==> src/rtl/ibex_cheri_cap_mem_seq.sv <==
// ibex_cheri_cap_mem_seq: sequences LSU accesses onto the 32-bit tagged data bus,
// splitting 64-bit capability accesses into two word beats.
//   lsu_*    : LSU request side (held until lsu_gnt_o), completion pulse lsu_rvalid_o with results
//   chk_exc_i: combinational authority-check result, latched at acceptance
//   data_*   : single-outstanding word bus (req/gnt, then rvalid/err/rdata/rtag)
//   busy_o   : an access is in flight
module ibex_cheri_cap_mem_seq #(
    parameter bit          HiFirst       = 1'b0,
    parameter bit          MergeTag      = 1'b1,
    parameter int unsigned CheriExcWidth = 5
) (
    input  logic                     clk_i,
    input  logic                     rst_i,
    input  logic                     lsu_req_i,
    input  logic                     lsu_we_i,
    input  logic                     lsu_cap_i,
    input  logic [31:0]              lsu_addr_i,
    input  logic [3:0]               lsu_be_i,
    input  logic [63:0]              lsu_wdata_i,
    input  logic                     lsu_wtag_i,
    input  logic [CheriExcWidth-1:0] chk_exc_i,
    output logic                     lsu_gnt_o,
    output logic                     lsu_rvalid_o,
    output logic [63:0]              lsu_rdata_o,
    output logic                     lsu_rtag_o,
    output logic                     lsu_err_o,
    output logic                     lsu_misaligned_o,
    output logic [CheriExcWidth-1:0] lsu_cheri_exc_o,
    output logic                     busy_o,
    output logic                     data_req_o,
    input  logic                     data_gnt_i,
    input  logic                     data_rvalid_i,
    input  logic                     data_err_i,
    output logic [31:0]              data_addr_o,
    output logic                     data_we_o,
    output logic [3:0]               data_be_o,
    output logic [31:0]              data_wdata_o,
    output logic                     data_wtag_o,
    input  logic [31:0]              data_rdata_i,
    input  logic                     data_rtag_i
);
    typedef enum logic [2:0] {IDLE, REQ_A, WAIT_A, REQ_B, WAIT_B, DONE} state_e;

    state_e                   state_q;
    logic                     cap_q, first_tag_q;
    logic [31:0]              addr_q;
    logic [63:0]              wdata_q;
    logic                     data_req_q, data_we_q, data_wtag_q;
    logic [31:0]              data_addr_q, data_wdata_q;
    logic [3:0]               data_be_q;
    logic                     rvalid_q, rtag_q, err_q, mis_q;
    logic [63:0]              rdata_q;
    logic [CheriExcWidth-1:0] exc_q;

    logic        mis_d, fault_d, tag_b_d;
    logic [31:0] addr_a_d, addr_b_d, wdata_a_d, wdata_b_d;

    assign mis_d     = lsu_cap_i & |lsu_addr_i[2:0];
    assign fault_d   = |chk_exc_i | mis_d;
    // First beat: word-aligned for non-cap, otherwise the low or high word by HiFirst.
    assign addr_a_d  = !lsu_cap_i ? {lsu_addr_i[31:2], 2'b00} : HiFirst ? lsu_addr_i + 32'd4 : lsu_addr_i;
    assign wdata_a_d = (lsu_cap_i & HiFirst) ? lsu_wdata_i[63:32] : lsu_wdata_i[31:0];
    assign addr_b_d  = HiFirst ? addr_q : addr_q + 32'd4;
    assign wdata_b_d = HiFirst ? wdata_q[31:0] : wdata_q[63:32];
    // Without merging, the tag comes from the addr+4 beat, which is the first beat when HiFirst.
    assign tag_b_d   = MergeTag ? first_tag_q & data_rtag_i : HiFirst ? first_tag_q : data_rtag_i;

    assign lsu_gnt_o        = (state_q == IDLE) & lsu_req_i & ~rst_i;
    assign busy_o           = state_q != IDLE;
    assign lsu_rvalid_o     = rvalid_q;
    assign lsu_rdata_o      = rdata_q;
    assign lsu_rtag_o       = rtag_q;
    assign lsu_err_o        = err_q;
    assign lsu_misaligned_o = mis_q;
    assign lsu_cheri_exc_o  = exc_q;
    assign data_req_o       = data_req_q;
    assign data_addr_o      = data_addr_q;
    assign data_we_o        = data_we_q;
    assign data_be_o        = data_be_q;
    assign data_wdata_o     = data_wdata_q;
    assign data_wtag_o      = data_wtag_q;

    always_ff @(posedge clk_i) begin
        if (rst_i) begin
            state_q      <= IDLE;
            cap_q        <= 1'b0;
            first_tag_q  <= 1'b0;
            addr_q       <= '0;
            wdata_q      <= '0;
            data_req_q   <= 1'b0;
            data_we_q    <= 1'b0;
            data_wtag_q  <= 1'b0;
            data_addr_q  <= '0;
            data_wdata_q <= '0;
            data_be_q    <= '0;
            rvalid_q     <= 1'b0;
            rtag_q       <= 1'b0;
            err_q        <= 1'b0;
            mis_q        <= 1'b0;
            rdata_q      <= '0;
            exc_q        <= '0;
        end else begin
            case (state_q)
                IDLE: if (lsu_gnt_o) begin
                    cap_q        <= lsu_cap_i;
                    addr_q       <= lsu_addr_i;
                    wdata_q      <= lsu_wdata_i;
                    exc_q        <= chk_exc_i;
                    mis_q        <= mis_d;
                    err_q        <= 1'b0;
                    rdata_q      <= '0;
                    rtag_q       <= 1'b0;
                    data_req_q   <= ~fault_d;
                    data_addr_q  <= addr_a_d;
                    data_we_q    <= lsu_we_i;
                    data_be_q    <= lsu_cap_i ? 4'hF : lsu_be_i;
                    data_wdata_q <= wdata_a_d;
                    data_wtag_q  <= lsu_we_i & lsu_cap_i & lsu_wtag_i;
                    rvalid_q     <= fault_d;
                    state_q      <= fault_d ? DONE : REQ_A;
                end
                REQ_A, REQ_B: if (data_gnt_i) begin
                    data_req_q <= 1'b0;
                    state_q    <= (state_q == REQ_A) ? WAIT_A : WAIT_B;
                end
                WAIT_A: if (data_rvalid_i) begin
                    err_q       <= err_q | data_err_i;
                    first_tag_q <= data_rtag_i;
                    if (!data_err_i) begin
                        if (cap_q && HiFirst) rdata_q[63:32] <= data_rdata_i;
                        else rdata_q[31:0] <= data_rdata_i;
                    end
                    if (data_err_i || !cap_q) begin
                        rvalid_q <= 1'b1;
                        state_q  <= DONE;
                    end else begin
                        data_req_q   <= 1'b1;
                        data_addr_q  <= addr_b_d;
                        data_wdata_q <= wdata_b_d;
                        state_q      <= REQ_B;
                    end
                end
                WAIT_B: if (data_rvalid_i) begin
                    err_q <= err_q | data_err_i;
                    if (data_err_i) rdata_q <= '0;
                    else if (HiFirst) rdata_q[31:0] <= data_rdata_i;
                    else rdata_q[63:32] <= data_rdata_i;
                    rtag_q   <= ~data_err_i & tag_b_d;
                    rvalid_q <= 1'b1;
                    state_q  <= DONE;
                end
                DONE: begin
                    rvalid_q <= 1'b0;
                    state_q  <= IDLE;
                end
                default: state_q <= IDLE;
            endcase
        end
    end
endmodule

==> config.mk <==
export PLATFORM = sky130hd
export DESIGN_NAME = ibex_cheri_cap_mem_seq
export DESIGN_NICKNAME = d
export VERILOG_FILES = /design/src/rtl/ibex_cheri_cap_mem_seq.sv
export SDC_FILE = /design/constraint.sdc
export NUM_CORES = 1
export LEC_CHECK = 0
export BUFFER_PORTS_ARGS = -buffer_cell sky130_fd_sc_hd__clkbuf_2
export CAP_MARGIN = 10
export CORE_ASPECT_RATIO = 0.75
export CORE_MARGIN = 4
export CORE_UTILIZATION = 45
export DETAILED_ROUTE_END_ITERATION = 10
export GPL_ROUTABILITY_DRIVEN = 0
export PLACE_DENSITY = 0.73
export SLEW_MARGIN = 10
export SYNTH_ARGS = -nofsm -noshare
export SYNTH_HDL_FRONTEND = slang
export SYNTH_SLANG_ARGS = --single-unit
==> constraint.sdc <==
create_clock -name clk_i -period 2.9 [get_ports clk_i]
set_input_delay 0 -clock clk_i [delete_from_list [all_inputs] [get_ports clk_i]]
set_output_delay 0 -clock clk_i [all_outputs]
set_load 0.03 [all_outputs]
==> results.cfg, run 1 <==
[sta]
setup_violations = 0
tightest_slew_ns = 1.15
min_period_over_period_pct = 95.3
fmax_mhz = 362
clock_skew_ns = 0.0129
tns_ns = 0
maxSlewHeadroom_pct = 23.6
hold_viol = 0
drv_slew = 0
finalCriticalPeriod_ns = 2.76
worst_slack_ns = 0.136
rsz0062_at_grt = false

[route]
wirelength_um = 31900
drc_errors = 0
drtIter0Drc = 1114
vias = 10017
routedWlPerCell_um = 17.5
dr.pass1.iters = 6
ant_nets = 0
viasPerCell = 5.49

[global_route]
track_usage_pct = 27.4
grt_pass1_wl_um = 49800
overflow = 0
grt_start_max_net_pins = 108
grt_pass1_vias = 9577
antenna_found_initial = 0

[clock_network]
clk_path_buf_depth = 3
h-tree-depth = 1
tritoncts = done
cts_buffers = 22
clock_sinks = 213
path_clk_slew_ns = 0.06
clk_latency_ns = 0.50
root_buffer = clkbuf_16

[worst_setup_path]
worstPathMaxFanout = 31
critical-path-max-stage-delay_ns = 0.61
worstPathRequired_ns = 3.34
crit_type = reg -> reg
arrival_ns = 3.20
cp-end-kind = flip-flop
worstSetupStartpointType = flip-flop
crit_slowest_cell = dfxtp_1
path_cells = and2_2 > o221a_4 > buf_12 > nor2_1 > a311oi_1 > dlygate4sd3_1

[synthesis]
synth-seq-cells = 213
ys.flop_type = dfxtp_1
ys_types = 51
synth_edf_count = 0
synth_top_area_cell = dfxtp_1
synthesis.area_um2 = 8770
synthArstFlopShare_pct = 0
synth_nets = 1278
synth.yosys.seq_area_share_pct = 48.6
netlist_instances = 1130
yosys_warnings = 0
synth_area_leaders = dfxtp_1, nand2_1, a21oi_1, nand3_1, a311oi_1
syn_area_per_cell_um2 = 7.77
synth_top_area_share_pct = 48.6

[power_and_ir_drop]
intPower_mw = 5.52
power.leakage_nw = 5.45
p_seq_share_pct = 41.5
irDropWorstVdd_mv = 0.454
p_sw_share_pct = 32.4
clockPowerShare_pct = 33.9
combPwrFrac_pct = 24.6
powerDensity_nw_per_um2 = 625
p_switching_mw = 2.64

[finish]
regArea_um2 = 4260
nets = 1710
multi_input_area_um2 = 4180
fillers = 1403
final_cell_mix = nand2_1, clkbuf_2, dfxtp_1, dlygate4sd3_1, a21oi_1
drive_gt1_share_pct = 23.3
num_antenna_cells = 0
layout_commonest_cell = nand2_1
syn_to_final_growth_pct = 48.8

[placed_design]
dp_hpwl_um = 18300
portBuffers = 292
dp_slack_ns = 0.637

[floorplanning]
die_h_um = 129
rows = 43
die_x_um = 169
die-area_um2 = 21800
start_util_pct = 46.6
core_area_um2 = 18800
ioPinCount = 293

[hold_path]
hold_path.class = in -> reg

[status]
status = finished clean

[flow_run]
cap_viol_max_count = 0
[critical path, delay by kind of cell, from the launching register on]
family          cells  cell delay [ns]
buf+inv             2             0.84
compound gates      2             0.76
flops               1             0.61
simple gates        2             0.46
[metrics by stage]
stage,hold WS [ns],instance area (um2),instances,total power [mW],utilization [%]
after floorplan,0.101,8770,1130,4.52,-
after global placement,0.227,10400,1595,5.09,55.4
after detailed placement,0.234,10400,1595,5.11,55.4
after CTS,0.141,13000,1824,8.12,69.2
after global routing,0.0974,13100,1825,8.53,69.3
final,0.0715,13100,1825,8.16,69.3
[flip-flops by register name (all words and copies together), names as in the netlist, 3 cells and up]
| name | count |
|---|---|
| data_addr_o | 32 |
| lsu_cheri_exc_o | 5 |
| state_q | 3 |
| lsu_rdata_o | 64 |
| wdata_q | 32 |
| addr_q | 32 |
| data_wdata_o | 32 |
| data_be_o | 4 |
[cells by family (layout without fill, tap and decap cells)]
family                     count (synthesis)  count (layout)  synth area share (%)
xor gates and xnor gates                  28              28                  2.79
adders and majority gates                  1               1                 0.143
muxes                                      2               2                 0.228
DFF                                      213             213                  48.6
and+or+nand+nor                          524             524                  25.8
buffers and inverters                     99             546                  4.52
AOI/OAI and AO/OA                        263             264                  17.9
[worst paths after layout]
path,startpoint,end,slack [ns],cells past startpoint
min reg2reg,lsu_rdata_o[41]$_SDFFE_PP0P_,lsu_rdata_o[41]$_SDFFE_PP0P_,0.45,2
min,lsu_req_i,wdata_q[56]$_SDFFE_PP0P_,0.07,4
max reg2reg,state_q[1]$_SDFFE_PP0P_,data_wdata_o[11]$_SDFFE_PP0P_,0.14,6
max,state_q[1]$_SDFFE_PP0P_,data_wdata_o[11]$_SDFFE_PP0P_,0.14,6
[synthesized netlist by cell type (all sizes together) (3+ instances only)]
library cell  number
nand2            311
a221oi             4
dfxtp            213
o22ai             10
and3               4
a311oi            33
nand4             10
xnor2             18
o21ai             22
xor2              10
nor4               8
a22oi              9
a211oi             7
clkbuf            66
a211o              4
nor2              77
inv                5
a21oi            160
and4               4
a31oi              3
o21a               3
nor3              19
and2               4
buf               28
nand3             76
[per-layer routing]
layer / part of all wire, % / global-route usage (%)
met1: 41 / 35.0
met2: 46 / 46.0
met3: 9.2 / 6.11
met4: 3.6 / 9.94
met5: 0 / 0
[final cells by class]
cell class | count | area share (%)
sequential | 213 | 32.7
multi-input combinational | 819 | 32.0
timing repair buffer | 501 | 27.4
clock buffer | 34 | 5.11
tap | 247 | 2.37
clock inverter | 6 | 0.307
inverter | 5 | 0.144
[what timing repair did]
item | CTS | global route
setup buffers | 0 | 0
gates resized for setup | 0 | 4
setup endpoints to repair | 0 | 20
hold buffers | 189 | 0
endpoints found under the hold margin | 208 | 0
[power groups by stage]
| stage | clock [mW] | combinational (mW) | sequential [mW] |
|---|---|---|---|
| 2_1_floorplan | 0 | 0.850 | 3.67 |
| 3_3_place_gp | 0 | 1.67 | 3.42 |
| 3_5_place_dp | 0 | 1.68 | 3.43 |
| 4_1_cts | 2.81 | 1.94 | 3.37 |
| 5_1_grt | 2.96 | 2.16 | 3.42 |
| 6_report | 2.76 | 2.01 | 3.39 |
No activity file was read; power rests on OpenSTA's default activity.
==> inputs of run 2 (changes only) <==
==> constraint.sdc (replaced) <==
create_clock -name clk_i -period 2.8 [get_ports clk_i]
set_input_delay 0 -clock clk_i [delete_from_list [all_inputs] [get_ports clk_i]]
set_output_delay 0 -clock clk_i [all_outputs]
set_load 0.03 [all_outputs]
==> run 2 against run 1 <==
Largest cell class unchanged. Highest routed layer unchanged. Global-route usage decreased by 1.9 points. Clock-buffer cell count decreased by 3. Maximum frequency increased by 7.9%.
==> results.cfg, run 2 (synthesized netlist as in run 1, its figures left out) <==
[status]
status = finished clean

[clock_network]
cts_setup_buffers = 0
path_clk_slew_ns = 0.06
h-tree-depth = 1
root_buffer = clkbuf_16
cts_buffers = 22
clock_sinks = 213
clk_path_buf_depth = 3
clk_latency_ns = 0.50
tritoncts = done

[floorplanning]
die-area_um2 = 21800
die_x_um = 169
die_h_um = 129
start_util_pct = 46.6
ioPinCount = 293
rows = 43
core_area_um2 = 18800

[route]
viasPerCell = 5.38
ant_nets = 0
drc_errors = 0
dr.pass1.iters = 7
vias = 9567
drtIter0Drc = 948
wirelength_um = 29500
routedWlPerCell_um = 16.6

[finish]
final_cell_mix = nand2_1, clkbuf_2, dfxtp_1, a21oi_1, dlygate4sd3_1
final_design_area_no_fill_um2 = 12500
drive_gt1_share_pct = 23.4
syn_to_final_growth_pct = 43.0
fin_util_pct = 66.6
largest_register_ff_count = 64
finalNonFillerCells = 1779
layout_commonest_cell = nand2_1
nets = 1667

[placed_design]
dp_hpwl_um = 18200
place_area_um2 = 10400
portBuffers = 292
dp_slack_ns = 0.512
placedCellCount = 1593

[hold_path]
hold_path.class = in -> reg
hold_start = lsu_req_i

[sta]
drv_slew = 0
fmax_mhz = 390
rsz0062_at_grt = false
clock_skew_ns = 0.00870
finalCriticalPeriod_ns = 2.56
setup_violations = 0
tns_ns = 0
holdWs_ns = 0.113
tightest_slew_ns = 1.11
worst_slack_ns = 0.239
hold_viol = 0
min_period_over_period_pct = 91.5
maxSlewHeadroom_pct = 25.9

[worst_setup_path]
cp-end-kind = flip-flop
r2r_start = state_q[2]$_SDFFE_PP0P_
critPathLaunch = state_q[2]$_SDFFE_PP0P_
crit_type = reg -> reg
worstSetupStartpointType = flip-flop
worstPathRequired_ns = 3.14
worstPathMaxFanout = 30
arrival_ns = 2.90

[global_route]
grt_pass1_vias = 9299
overflow = 0
antenna_found_initial = 0
grt_start_max_net_pins = 216
track_usage_pct = 25.5
grt_pass1_wl_um = 46700

[flow_run]
cap_viol_max_count = 0

[power_and_ir_drop]
power.leakage_nw = 5.15
finalPower_mw = 8.09
irDropWorstVdd_mv = 0.440
powerDensity_nw_per_um2 = 645
[run 2: power by group]
part	total [mW]	switching (mW)	leakage, nW	internal, mW
logic	1.93	1.26	3.10	0.668
registers	3.50	0.200	1.74	3.30
clock network	2.67	1.15	0.318	1.52
total	8.09	2.61	5.15	5.49
[run 2: final timing paths]
| check | depth (start not counted) | end | slack (ns) |
|---|---|---|---|
| worst max-delay path | 5 | data_be_o[0]$_SDFFE_PP0P_ | 0.24 |
| worst min-delay path | 4 | addr_q[5]$_SDFFE_PP0P_ | 0.11 |
| worst max register to register | 5 | data_be_o[0]$_SDFFE_PP0P_ | 0.24 |
| worst min register to register | 2 | lsu_rdata_o[52]$_SDFFE_PP0P_ | 0.45 |
[run 2: timing repair]
item / 4_1_cts / 5_1_grt
gates resized for setup: 0 / 1
hold endpoints to repair: 209 / 0
hold buffers: 149 / 0
endpoints found under the setup margin: 0 / 2
[run 2: cell type report]
type	count	area, um2
clock inverters	5	25.0
fillers	1480	6280
diodes	1	2.50
flip-flops and latches	213	4260
inverters	5	18.8
clock buffers	31	616
multi-input cells	818	4170
repair buffers	459	3140
well taps	247	309
[run 2: metal layers]
metal	share of wire [%]	vias up	GRT usage, %
li1	-	4655	-
met1	42	4408	33.2
met2	46	450	42.9
met3	9.1	54	5.90
met4	2.2	0	7.24
met5	0	-	0
[run 2: worst max-delay path, cell delays in order, from the launching register on]
cell and delay (ns):
dfxtp_1 0.45, nor3_1 0.61, nand2_4 0.36, nor3_1 0.31, dlygate4sd3_1 0.62, nor3_1 0.06
